--- src/rtl/cook_timer_ctrl.sv ---
// Microwave cook timer sequencer: keypad entry, MM:SS BCD countdown,
// door/start/stop/clear gating of the magnetron and end-of-cook alarm.
//
// Ports:
//   clk, resetn        clock, async active-low reset
//   D, loadn           key digit and strobe (falling edge = digit)
//   p_1hz              1 Hz tick (rising edge)
//   startn/stopn/clearn buttons, active low (falling edge = press)
//   door_closed        door level, 1 = closed
//   enablen            0 only while cooking (front-end timing select)
//   mag_on, alarm      magnetron enable, end-of-cook buzzer
//   min_t..sec_u       BCD MM:SS display digits
//   state_o            IDLE=0 SET=1 COOK=2 PAUSE=3 DONE=4
module cook_timer_ctrl #(
  parameter int unsigned DONE_TICKS = 3
) (
  input  logic       clk,
  input  logic       resetn,
  input  logic [3:0] D,
  input  logic       loadn,
  input  logic       p_1hz,
  input  logic       startn,
  input  logic       stopn,
  input  logic       clearn,
  input  logic       door_closed,
  output logic       enablen,
  output logic       mag_on,
  output logic       alarm,
  output logic [3:0] min_t,
  output logic [3:0] min_u,
  output logic [3:0] sec_t,
  output logic [3:0] sec_u,
  output logic [2:0] state_o
);

  localparam logic [2:0] S_IDLE  = 3'd0;
  localparam logic [2:0] S_SET   = 3'd1;
  localparam logic [2:0] S_COOK  = 3'd2;
  localparam logic [2:0] S_PAUSE = 3'd3;
  localparam logic [2:0] S_DONE  = 3'd4;

  localparam logic [3:0] DT_LAST = 4'(DONE_TICKS - 1);

  logic [2:0] state_q, state_d;
  logic [3:0] mt_q, mt_d;
  logic [3:0] mu_q, mu_d;
  logic [3:0] st_q, st_d;
  logic [3:0] su_q, su_d;
  logic [3:0] dcnt_q, dcnt_d;

  // two-stage edge pipes: [0] = sample, [1] = previous sample
  logic [1:0] ld_q;
  logic [1:0] hz_q;
  logic [1:0] sta_q;
  logic [1:0] stp_q;
  logic [1:0] clr_q;
  logic [3:0] d_q;

  always_ff @(posedge clk or negedge resetn) begin
    if (!resetn) begin
      ld_q  <= 2'b11;
      hz_q  <= 2'b00;
      sta_q <= 2'b11;
      stp_q <= 2'b11;
      clr_q <= 2'b11;
      d_q   <= 4'd0;
    end else begin
      ld_q  <= {ld_q[0], loadn};
      hz_q  <= {hz_q[0], p_1hz};
      sta_q <= {sta_q[0], startn};
      stp_q <= {stp_q[0], stopn};
      clr_q <= {clr_q[0], clearn};
      d_q   <= D;
    end
  end

  logic dig_ev, tick_ev, start_ev, stop_ev, clr_ev;
  logic dig_ok;

  assign dig_ev   = ld_q[1] & ~ld_q[0];
  assign tick_ev  = ~hz_q[1] & hz_q[0];
  assign start_ev = sta_q[1] & ~sta_q[0];
  assign stop_ev  = stp_q[1] & ~stp_q[0];
  assign clr_ev   = clr_q[1] & ~clr_q[0];
  assign dig_ok   = dig_ev & (d_q <= 4'd9);

  logic in_idle, in_set, in_cook, in_pause, in_done;

  assign in_idle  = (state_q == S_IDLE);
  assign in_set   = (state_q == S_SET);
  assign in_cook  = (state_q == S_COOK);
  assign in_pause = (state_q == S_PAUSE);
  assign in_done  = (state_q == S_DONE);

  logic nz;
  assign nz = |{mt_q, mu_q, st_q, su_q};

  // BCD countdown of the current time by one second
  logic [3:0] dmt, dmu, dst, dsu;
  logic       dzero;

  always_comb begin
    dmt = mt_q;
    dmu = mu_q;
    dst = st_q;
    dsu = su_q;
    if (!nz) begin
      dsu = su_q;
    end else if (su_q != 4'd0) begin
      dsu = su_q - 4'd1;
    end else if (st_q != 4'd0) begin
      dsu = 4'd9;
      dst = st_q - 4'd1;
    end else begin
      dsu = 4'd9;
      dst = 4'd5;
      if (mu_q != 4'd0) begin
        dmu = mu_q - 4'd1;
      end else begin
        dmu = 4'd9;
        dmt = mt_q - 4'd1;
      end
    end
  end

  assign dzero = ~|{dmt, dmu, dst, dsu};

  // only events that act in the current state take priority,
  // so an ignored button never masks a lower event
  logic door_act, stop_act, start_act, done_exit;

  assign door_act  = in_cook & ~door_closed;
  assign stop_act  = stop_ev & ~in_idle;
  assign start_act = start_ev & (in_set | in_pause)
                   & door_closed & nz;
  assign done_exit = in_done & (start_ev | dig_ok);

  always_comb begin
    state_d = state_q;
    mt_d    = mt_q;
    mu_d    = mu_q;
    st_d    = st_q;
    su_d    = su_q;
    dcnt_d  = dcnt_q;
    if (clr_ev) begin
      state_d = S_IDLE;
      {mt_d, mu_d, st_d, su_d} = 16'd0;
      dcnt_d  = 4'd0;
    end else if (door_act) begin
      state_d = S_PAUSE;
    end else if (stop_act) begin
      if (in_cook) begin
        state_d = S_PAUSE;
      end else begin
        state_d = S_IDLE;
        {mt_d, mu_d, st_d, su_d} = 16'd0;
        dcnt_d  = 4'd0;
      end
    end else if (start_act) begin
      state_d = S_COOK;
    end else if (done_exit) begin
      state_d = S_IDLE;
      dcnt_d  = 4'd0;
    end else if (dig_ok & (in_idle | in_set)) begin
      state_d = S_SET;
      mt_d    = mu_q;
      mu_d    = st_q;
      st_d    = su_q;
      su_d    = d_q;
    end else if (tick_ev & in_cook) begin
      mt_d = dmt;
      mu_d = dmu;
      st_d = dst;
      su_d = dsu;
      if (dzero) begin
        state_d = S_DONE;
        dcnt_d  = 4'd0;
      end
    end else if (tick_ev & in_done) begin
      if (dcnt_q == DT_LAST) begin
        state_d = S_IDLE;
        dcnt_d  = 4'd0;
      end else begin
        dcnt_d  = dcnt_q + 4'd1;
      end
    end
  end

  always_ff @(posedge clk or negedge resetn) begin
    if (!resetn) begin
      state_q <= S_IDLE;
      mt_q    <= 4'd0;
      mu_q    <= 4'd0;
      st_q    <= 4'd0;
      su_q    <= 4'd0;
      dcnt_q  <= 4'd0;
    end else begin
      state_q <= state_d;
      mt_q    <= mt_d;
      mu_q    <= mu_d;
      st_q    <= st_d;
      su_q    <= su_d;
      dcnt_q  <= dcnt_d;
    end
  end

  // magnetron drops in the same cycle the door opens
  assign mag_on  = in_cook & door_closed;
  assign enablen = ~in_cook;
  assign alarm   = in_done;
  assign min_t   = mt_q;
  assign min_u   = mu_q;
  assign sec_t   = st_q;
  assign sec_u   = su_q;
  assign state_o = state_q;

endmodule

--- config.mk ---
export PLATFORM = sky130hd
export DESIGN_NAME = cook_timer_ctrl
export DESIGN_NICKNAME = d
export VERILOG_FILES = /design/src/rtl/cook_timer_ctrl.sv
export SDC_FILE = /design/constraint.sdc
export NUM_CORES = 1
export LEC_CHECK = 0
export BUFFER_PORTS_ARGS = -buffer_cell sky130_fd_sc_hd__buf_4
export CAP_MARGIN = 5
export CORE_MARGIN = 10
export CORE_UTILIZATION = 45
export CTS_CLUSTER_SIZE = 30
export DETAILED_ROUTE_END_ITERATION = 10
export PLACE_DENSITY = 0.65
export REMOVE_ABC_BUFFERS = 1
export SLEW_MARGIN = 10
export SYNTH_ARGS = -nofsm -noshare
export SYNTH_HDL_FRONTEND = slang
export SYNTH_SLANG_ARGS = --single-unit
--- constraint.sdc ---
create_clock -name clk -period 3 [get_ports clk]
set_input_delay 0.6 -clock clk [delete_from_list [all_inputs] [get_ports clk]]
set_output_delay 0.6 -clock clk [all_outputs]
set_load 0.03 [all_outputs]
==> results of run 1 <==
==> repair_timing <==
item                                    CTS  global route
setup buffers                             0             1
endpoints found under the setup margin    0            14
gates resized for setup                   0             3
==> cells by family (layout without fill, tap and decap cells) <==
family / Yosys count / in the layout / synth area share, %
AOI/OAI and AO/OA: 68 / 68 / 20.4
adders and majority gates: 6 / 6 / 3.16
buffers and inverters: 18 / 67 / 3.90
DFF: 37 / 37 / 42.3
muxes: 6 / 6 / 3.16
and+or+nand+nor: 108 / 108 / 27.1
==> sequential cells by signal, indices dropped and copies added, names as in the netlist <==
name / count
sec_t: 4
d_q: 4
sta_q: 2
min_u: 4
stp_q: 2
sec_u: 4
ld_q: 2
hz_q: 2
state_o: 3
min_t: 4
dcnt_q: 4
clr_q: 2
==> worst paths after layout <==
path | to | slack, ps
worst max-delay path | sec_u[2] | 190
worst min-delay path | min_u[2] | 260
worst max register to register | sec_u[2] | 190
worst min register to register | sta_q[1] | 360
max in group asynchronous | sta_q[0] | 2380
min in group clk | sta_q[1] | 360
==> through the flow <==
| stage | hold slack, ps | area [sq um] | setup WS, ps | power, W |
|---|---|---|---|---|
| after floorplan | 304 | 2150 | 169 | 0.00196 |
| after global placement | 353 | 2630 | 209 | 0.00256 |
| after detailed placement | 356 | 2630 | 97.4 | 0.00258 |
| after CTS | 271 | 2740 | 86.2 | 0.00304 |
| after global routing | 280 | 2760 | 25.3 | 0.00333 |
| final | 257 | 2760 | 186 | 0.00308 |
==> critical path, delay by kind of cell, from the launching register on <==
family | cells | cell delay [ps]
compound gates | 3 | 640
fa+ha+maj | 1 | 240
buf+inv | 2 | 310
flops | 1 | 410
simple gates | 3 | 1100
==> cell type report <==
class                           count  area [sq um]  area share (%)
Clock inverter                      1          30.0            1.09
Tap cell                           67          83.8            3.03
Sequential cell                    37           936            33.9
Clock buffer                        7          86.3            3.12
Timing Repair Buffer               53           398            14.4
Multi-Input combinational cell    188          1210            43.7
Inverter                            6          22.5           0.815
==> metal layers <==
metal  up-vias  global-route usage [%]  wire [um]
met5         -                       0          0
li1        984                       -          -
met1       948                    16.8       2540
met2        64                    22.5       2690
met3         6                    4.32        370
met4         0                    4.24         61
==> power by group through the flow <==
stage	Sequential (W)	Clock [W]	Combinational (W)
5_1_grt	0.000785	0.000478	0.00207
2_1_floorplan	0.000980	0	0.000985
4_1_cts	0.000757	0.000456	0.00183
6_report	0.000762	0.000444	0.00188
3_5_place_dp	0.000764	0	0.00181
3_3_place_gp	0.000763	0	0.00180
==> layout by cell type (no fill, tap or decap), drive strengths merged, types with 5 or more instances in the layout <==
cell    netlist  routed
o21ai        23      23
nor2         29      29
nor3         11      11
or3           5       5
nor4          7       7
buf           5      53
dfrtp        29      29
clkbuf        7       7
or4           5       5
inv           6       6
a21oi        17      17
o31ai         5       5
nand2        24      24
dfstp         8       8
==> metrics.md, run 1 <==
| Metric | Value |
|---|---|
| Layout net count | `about 310` |
| Total Wirelength | `5660 um` |
| Rows | `25` |
| Via count | `approximately 2,000` |
| Layout cells sized above 1 | `30.1%` |
| Critical path type | `reg -> reg` |
| Die X | `between 90 and 100 um` |
| Post-layout util | `roughly three fifths` |
| Core area | `about 0.0048 sq mm` |
| Layout Skew | `between 3 and 4 ps` |
| Rel. slew slack | `64.8%` |
| Drt wl/cell | `15.8 um` |
| Drt drc | `0` |
| GR Overflow Total | `0` |
| Pin slew with the least headroom to its limit | `~530 ps` |
| Antenna-violating nets left | `0` |
| Post-synth EDFFs | `0` |
| Routability cong. | `about 0.9` |
| DR vias/cell | `between 5 and 6` |
| Hold buffers post-CTS | `0` |
| Req. time, crit path | `about 3200 ps` |
| CTS root buf | `clkbuf_8` |
| # IOs | `34` |
| Slew Limit Fails | `0` |
| CP Data Arrival Time | `approximately 3000 ps` |
| Sw frac | `approximately 46%` |
| Port Buffer Count | `33` |
| Mapped Area | `0.00221 sq mm` |
| Dpl hpwl | `4090 um` |
| Critical Path Source | `min_t[1]` |
| Top_reg_cell synth | `dfrtp_1` |
| Worst Setup Start Kind | `flop` |
| Largest cells by area after synthesis | `dfrtp_1 33%, dfstp_2 9.5%, nor2_1 4.9%, nand2_1 3.9%, a21oi_1 3.6%` |
| Worst Hold Class | `in -> async` |
| Static leakage | `about 1.3 nW` |
| CP Max Fanout | `21` |
| Starting Density | `a little under half` |
| Largest net degree at the start of global routing | `38` |
| Combinational power share | `60.9%` |
| Share of the synthesized area in the top cell type | `between 30% and 40%` |
| Crit-path cells | `inv_1 > ha_1 > or4b_2 > nor4_4 > or3_1 > o21bai_2 > o21bai_4 > buf_4 > o41ai_1` |
| Initial antenna violation count | `0` |
| Ys async rst share | `100%` |
| VDD IR max | `about 0.45 mV` |
| Global Route Usage Sum | `about 14%` |
| Max Freq | `around 0.36 GHz` |
| CTS buffer count | `5` |
| Clock Sinks | `37` |
| Average size of a mapped cell | `9.11 sq um` |
| Yosys top cell by area | `dfrtp_1` |
| Pwr dens | `about 1100 mW/mm^2` |
| CTS HTree Levels | `2` |
| Drt initial violations | `roughly 110` |
| Status | `finished, final reports clean` |
| Vias in the first global route | `1,899` |
| Synthesis-to-finish area growth | `24.8%` |
| Clk_lat worst skew | `290 ps` |
| Int Pwr | `~0.0017 W` |
| Switching power | `~0.0014 W` |
| Reg2reg path depth | `9` |
| Setup TNS | `0 ps` |
| Placed cell count | `350` |
| CTS Buffer Depth | `2` |
| DR pass1 iterations | `4` |
| Max Cap Viol | `0` |
| Synth cell types | `56` |
| Fillcell total | `about 450` |
| CP max stage delay | `between 600 and 700 ps` |
| RR Startpoint | `min_t[1]` |
| Final hold vios | `0` |
| CP Capture Type | `flop` |
| RSZ-0062 raised after global routing | `false` |
| Inserted Diodes | `0` |
| Register area share after synthesis | `a little over two fifths` |
| Die Height | `~90 um` |
| Clock power share | `between 10% and 20%` |
| Non-Filler Instances | `~360` |
| Synth top cells by count | `29 x dfrtp_1, 29 x nor2_1, 23 x nand2_1, 16 x a21oi_1, 14 x o21ai_1` |
| Part of the power in registers | `about 25%` |
| Clock transition at the registers of the reported paths | `~70 ps` |
| FF+latch count, synth | `37` |
| CTS tree | `built` |
| Yosys warns | `0` |
| Post-synthesis cell count | `approximately 240` |
| Die Footprint | `0.00813 sq mm` |
| Final setup fails | `0` |
| Slowest cell on the critical path | `or4b_2` |
| Crit share post-route | `between 90% and 100%` |
| First-pass GRT wire length | `between 9000 and 10,000 um` |
| Min Clock Period, post-route | `2810 ps` |
(Power assumes the default switching activity.)
==> inputs of run 2 (changes only) <==
--- a/config.mk
+++ b/config.mk
@@ -7,11 +7,13 @@
 export LEC_CHECK = 0
 export BUFFER_PORTS_ARGS = -buffer_cell sky130_fd_sc_hd__buf_4
 export CAP_MARGIN = 5
+export CELL_PAD_IN_SITES_DETAIL_PLACEMENT = 0
+export CELL_PAD_IN_SITES_GLOBAL_PLACEMENT = 1
 export CORE_MARGIN = 10
-export CORE_UTILIZATION = 45
+export CORE_UTILIZATION = 43
 export CTS_CLUSTER_SIZE = 30
 export DETAILED_ROUTE_END_ITERATION = 10
-export PLACE_DENSITY = 0.65
+export PLACE_DENSITY_LB_ADDON = 0.1
 export REMOVE_ABC_BUFFERS = 1
 export SLEW_MARGIN = 10
 export SYNTH_ARGS = -nofsm -noshare
==> run 2 against run 1 <==
Effect of this change: critical path depth shrank 2; sequential cell count unchanged; sequential share of layout area fell by 0.061 points; clock skew up 4.9 ps; utilization is 3.2 points lower; first-iteration DRC count fell by 3.6%; final cell count rose by 0.84%; register-to-register slack is essentially flat; clock power increased by 2%; critical path type unchanged.
==> metrics.md, run 2 (synthesis gave the netlist of run 1 again) <==
| Metric | Value |
|---|---|
| Status | `finished, final reports clean` |
| Clock transition at the registers of the reported paths | `roughly 80 ps` |
| Die X | `91.8 um` |
| GR Overflow Total | `0` |
| Drt wl/cell | `approximately 17 um` |
| Setup Fix Bufs, Post-CTS | `0` |
| Delay-heaviest family, CP | `simple AND/OR/NAND/NOR gates` |
| RSZ-0062 raised after global routing | `false` |
| Vias in the first global route | `2,054` |
| M3 GR Usage | `3.59%` |
| Starting Density | `between 40% and 50%` |
| Die Height | `between 90 and 100 um` |
| Die Footprint | `between 0.008 and 0.009 sq mm` |
| CP max stage delay | `approximately 730 ps` |
| CP Capture Type | `flop` |
| Largest net degree at the start of global routing | `38` |
| Port Buffer Count | `33` |
| Clock Sinks | `37` |
| Dpl hpwl | `4340 um` |
| Slowest cell on the critical path | `or4_1` |
| Crit path buf inv count | `0` |
| Final instance area | `0.00277 sq mm` |
| Max Cap Viol | `0` |
| CTS buffer count | `5` |
| Layout cells sized above 1 | `between 30% and 40%` |
| Final hold vios | `0` |
| Static leakage | `around 1.3 nW` |
| Critical path type | `reg -> reg` |
| Layout net count | `roughly 310` |
| Crit-path cells | `or4_1 > nor4_4 > a31oi_1 > o32ai_1 > nor3b_2 > a21oi_4 > mux2_4` |
| Req. time, crit path | `3180 ps` |
| CTS HTree Levels | `2` |
| Inserted Diodes | `0` |
| Hold buffers post-CTS | `0` |
| GR peak layer | `met2` |
| Crit share post-route | `94.0%` |
| DR pass1 iterations | `5` |
| Met2 Use GR | `between 20% and 30%` |
| CP Max Fanout | `8` |
| Clk_lat worst skew | `roughly 290 ps` |
| Setup TNS | `0 ps` |
| Most common cell after layout, fill and taps aside | `buf_4` |
| Synthesis-to-finish area growth | `25.0%` |
| Drt initial violations | `around 110` |
| Final setup fails | `0` |
| CTS Buffer Depth | `2` |
| Layout Skew | `about 8.4 ps` |
| Pwr dens | `approximately 1100 mW/mm^2` |
| Global Route Usage Sum | `~14%` |
| Total power | `between 0.003 and 0.004 W` |
| Non-Filler Instances | `roughly 360` |
| Antenna-violating nets left | `0` |
| Most frequent cells in the layout | `53 x buf_4, 29 x nor2_1, 29 x dfrtp_1` |
| FF-to-FF setup slack | `roughly 180 ps` |
| Met1 Track Usage GR | `17.9%` |
| Via count | `between 2,000 and 2,500` |
| # IOs | `34` |
| Post-layout util | `54.9%` |
| Critical Path Stages | `7` |
| Rel. slew slack | `about two thirds` |
| Routability cong. | `~0.9` |
| VDD IR max | `0.368 mV` |
| Pin slew with the least headroom to its limit | `about 520 ps` |
| Rows | `26` |
| Min Clock Period, post-route | `2820 ps` |
| Core area | `~0.005 sq mm` |
| First-pass GRT wire length | `around 10,000 um` |
| CTS root buf | `clkbuf_8` |
| Post-place instance area | `0.00264 sq mm` |
| Drt drc | `0` |
| Worst Hold Class | `in -> async` |
| CTS tree | `built` |
| CP Data Arrival Time | `3000 ps` |
| Max Freq | `0.355 GHz` |
| Initial antenna violation count | `0` |
| Reg2reg path depth | `7` |
| Slew Limit Fails | `0` |
| Worst Setup Start Kind | `flop` |
| Placed cell count | `around 350` |
| Fillcell total | `492` |
| DR vias/cell | `5.55` |
| Total Wirelength | `6020 um` |
==> run 2: cell counts in the layout (fill, tap and decap cells not counted) <==
Identical to the previous run, type by type.
==> run 2: timing repair <==
action | 4_1_cts | 5_1_grt
endpoints found under the hold margin | 0 | 0
resized for setup | 0 | 2
endpoints found under the setup margin | 0 | 3
==> run 2: report_power, final <==
part / total (W) / switching, W / internal, W
sequential: 0.000745 / 0.000121 / 0.000624
clock: 0.000455 / 0.000184 / 0.000271
combinational: 0.00188 / 0.00113 / 0.000756
==> run 2: per-layer routing <==
metal | wire length (um) | vias up
li1 | - | 987
met1 | 2690 | 955
met2 | 2910 | 60
met3 | 344 | 6
met4 | 76 | 0
met5 | 0 | -
==> run 2: path summary, 6_finish.rpt <==
path                          start        end
setup / recovery           sec_u[0]  dcnt_q[1]
hold reg to reg            stp_q[0]   stp_q[1]
setup reg to reg           sec_u[0]  dcnt_q[1]
max in group asynchronous    resetn   clr_q[0]
hold / removal               resetn   min_u[1]
min in group clk           stp_q[0]   stp_q[1]
==> run 2: through the flow <==
stage                     hold slack [ps]  setup WS [ps]
after floorplan                       304            169
after global routing                  290           32.2
after CTS                             277            148
after detailed placement              355            134
after global placement                354            212
final                                 270            180
==> run 2: area by class of cell <==
class / instances / area [sq um] / share of cell area, %
multi-input cells: 188 / 1210 / 43.7
flip-flops and latches: 37 / 936 / 33.8
repair buffers: 53 / 398 / 14.4
well taps: 70 / 87.6 / 3.16
clock inverters: 1 / 30.0 / 1.08
inverters: 6 / 22.5 / 0.813
clock buffers: 7 / 86.3 / 3.12
==> run 2: worst reg2reg max path: stages (launching register included) <==
cell,delay (ps)
dfrtp_1,370
or4_1,730
nor4_4,450
a31oi_1,160
o32ai_1,250
nor3b_2,330
a21oi_4,110
mux2_4,300
==> inputs of run 3 (changes only) <==
--- a/config.mk
+++ b/config.mk
@@ -14,8 +14,10 @@
 export CTS_CLUSTER_SIZE = 30
 export DETAILED_ROUTE_END_ITERATION = 10
 export PLACE_DENSITY_LB_ADDON = 0.1
+export RECOVER_POWER = 50
 export REMOVE_ABC_BUFFERS = 1
 export SLEW_MARGIN = 10
 export SYNTH_ARGS = -nofsm -noshare
 export SYNTH_HDL_FRONTEND = slang
 export SYNTH_SLANG_ARGS = --single-unit
+export TNS_END_PERCENT = 100
==> run 3 against run 2 <==
Effect of this change: the run now ends with max-capacitance violations, max-slew violations left; sequential cell count is the same; global-route usage unchanged; non-clock buffer count unchanged; sequential share of layout area is essentially flat; clock-buffer cell count unchanged; total power hardly changed; via count fell by 0.40%; critical endpoint unchanged.
==> metrics.md, run 3 (synthesis gave the netlist of run 1 again) <==
| Metric | Value |
|---|---|
| Placed cell count | `roughly 350` |
| DR pass1 iterations | `4` |
| Dpl hpwl | `4340 um` |
| Fillcell total | `~490` |
| Drt drc | `0` |
| Die Height | `91.8 um` |
| Static leakage | `about 1.3 nW` |
| CTS buffer count | `5` |
| Clock Sinks | `37` |
| CP max stage delay | `about 730 ps` |
| Crit share post-route | `94.1%` |
| Max Freq | `around 0.35 GHz` |
| Setup Fix Bufs, Post-CTS | `0` |
| Most common cell after layout, fill and taps aside | `buf_4` |
| Final worst slack | `between 150 and 200 ps` |
| Critical path type | `reg -> reg` |
| Antenna-violating nets left | `0` |
| CTS Buffer Depth | `2` |
| Synthesis-to-finish area growth | `24.9%` |
| Max Cap Viol | `1` |
| Global Route Usage Sum | `14.3%` |
| Pin slew with the least headroom to its limit | `2010 ps` |
| Clk_lat worst skew | `~290 ps` |
| Inserted Diodes | `0` |
| Largest net degree at the start of global routing | `38` |
| Setup TNS | `0 ps` |
| Multi-input logic area | `roughly 0.0012 sq mm` |
| Total power | `0.00308 W` |
| DR vias/cell | `between 5 and 6` |
| Hold buffers post-CTS | `0` |
| Post-layout util | `between 50% and 60%` |
| Layout Skew | `8.52 ps` |
| Req. time, crit path | `3180 ps` |
| Clock transition at the registers of the reported paths | `roughly 80 ps` |
| Core area | `0.00504 sq mm` |
| Pwr dens | `roughly 1100 mW/mm^2` |
| Die X | `91.8 um` |
| CP Data Arrival Time | `about 3000 ps` |
| Slew Limit Fails | `38` |
| CTS root buf | `clkbuf_8` |
| Total Wirelength | `6000 um` |
| Final hold vios | `0` |
| Drt wl/cell | `16.6 um` |
| Die Footprint | `around 0.0084 sq mm` |
| Status | `finished with violations` |
| Initial antenna violation count | `0` |
| Port Buffer Count | `33` |
| CP Max Fanout | `8` |
| Crit-path cells | `or4_1 > nor4_4 > a31oi_1 > o32ai_1 > nor3b_2 > a21oi_4 > mux2_4` |
| Post-cts sizing count | `0` |
| Min Clock Period, post-route | `between 2000 and 3000 ps` |
| Layout net count | `just over 300` |
| Most frequent cells in the layout | `43 x buf_4, 29 x nor2_1, 29 x dfrtp_1` |
| CTS HTree Levels | `2` |
| # IOs | `34` |
| Via count | `about 2,000` |
| Rows | `26` |
| Storage cell area | `936 sq um` |
| Drt initial violations | `about 100` |
| Worst Hold Class | `reg -> reg` |
| Vias in the first global route | `roughly 2,000` |
| Worst slack at placement | `around 130 ps` |
| Routability cong. | `approximately 0.9` |
| Slowest cell on the critical path | `or4_1` |
| Worst Setup Start Kind | `flop` |
| CTS tree | `built` |
| VDD IR max | `0.368 mV` |
| First-pass GRT wire length | `10,000 um` |
| Layout cells sized above 1 | `between 20% and 30%` |
| Final setup fails | `0` |
| GR Overflow Total | `0` |
| Starting Density | `a little over two fifths` |
| Rel. slew slack | `-34.1%` |
| CP Capture Type | `flop` |
| RSZ-0062 raised after global routing | `false` |
| Violated checks | `max-capacitance violations, max-slew violations` |
| Non-Filler Instances | `roughly 360` |
## run 3: changes by cell type in the layout (fill, tap and decap cells not counted), sizes merged
cell    change
buf        -10
clkbuf     +10
## run 3: report_power, final
| part | internal [W] | total, W | switching (W) |
|---|---|---|---|
| clock | 0.000271 | 0.000454 | 0.000183 |
| combinational | 0.000755 | 0.00188 | 0.00113 |
| sequential | 0.000624 | 0.000745 | 0.000121 |
## run 3: cell type report
cell class                      instances  area share (%)
Multi-Input combinational cell        188            43.7
Sequential cell                        37            33.8
Timing Repair Buffer                   53            14.3
Tap cell                               70            3.17
Clock buffer                            7            3.12
Clock inverter                          1            1.09
Inverter                                6           0.814
## run 3: worst max-delay path: cells and delay by family (launching register included)
family             cells  cell delay [ps]
AOI/OAI and AO/OA      3              520
DFF                    1              370
muxes                  1              300
and+or+nand+nor        3             1510
## run 3: metal layers
metal | vias up | global-route usage, % | part of all wire, %
li1 | 983 | - | -
met1 | 954 | 17.9 | 45
met2 | 57 | 23.5 | 49
met3 | 6 | 3.59 | 5.4
met4 | 0 | 4.50 | 1.3
met5 | - | 0 | 0
## run 3: path summary, 6_finish.rpt
| path | startpoint | end | slack [ps] | cells past startpoint |
|---|---|---|---|---|
| worst min-delay path | stp_q[0] | stp_q[1] | 360 | 0 |
| min in group asynchronous | resetn | min_u[1] | 880 | 1 |
| worst min register to register | stp_q[0] | stp_q[1] | 360 | 0 |
| max in group asynchronous | resetn | d_q[3] | 970 | 1 |
| worst max-delay path | sec_u[0] | dcnt_q[1] | 180 | 7 |
| worst max register to register | sec_u[0] | dcnt_q[1] | 180 | 7 |
## run 3: stage by stage
stage	cell area [sq um]	hold WS (ps)
floorplan	2150	304
global placement	2640	354
detailed placement	2640	355
CTS	2760	277
global route	2770	370
finish	2770	364
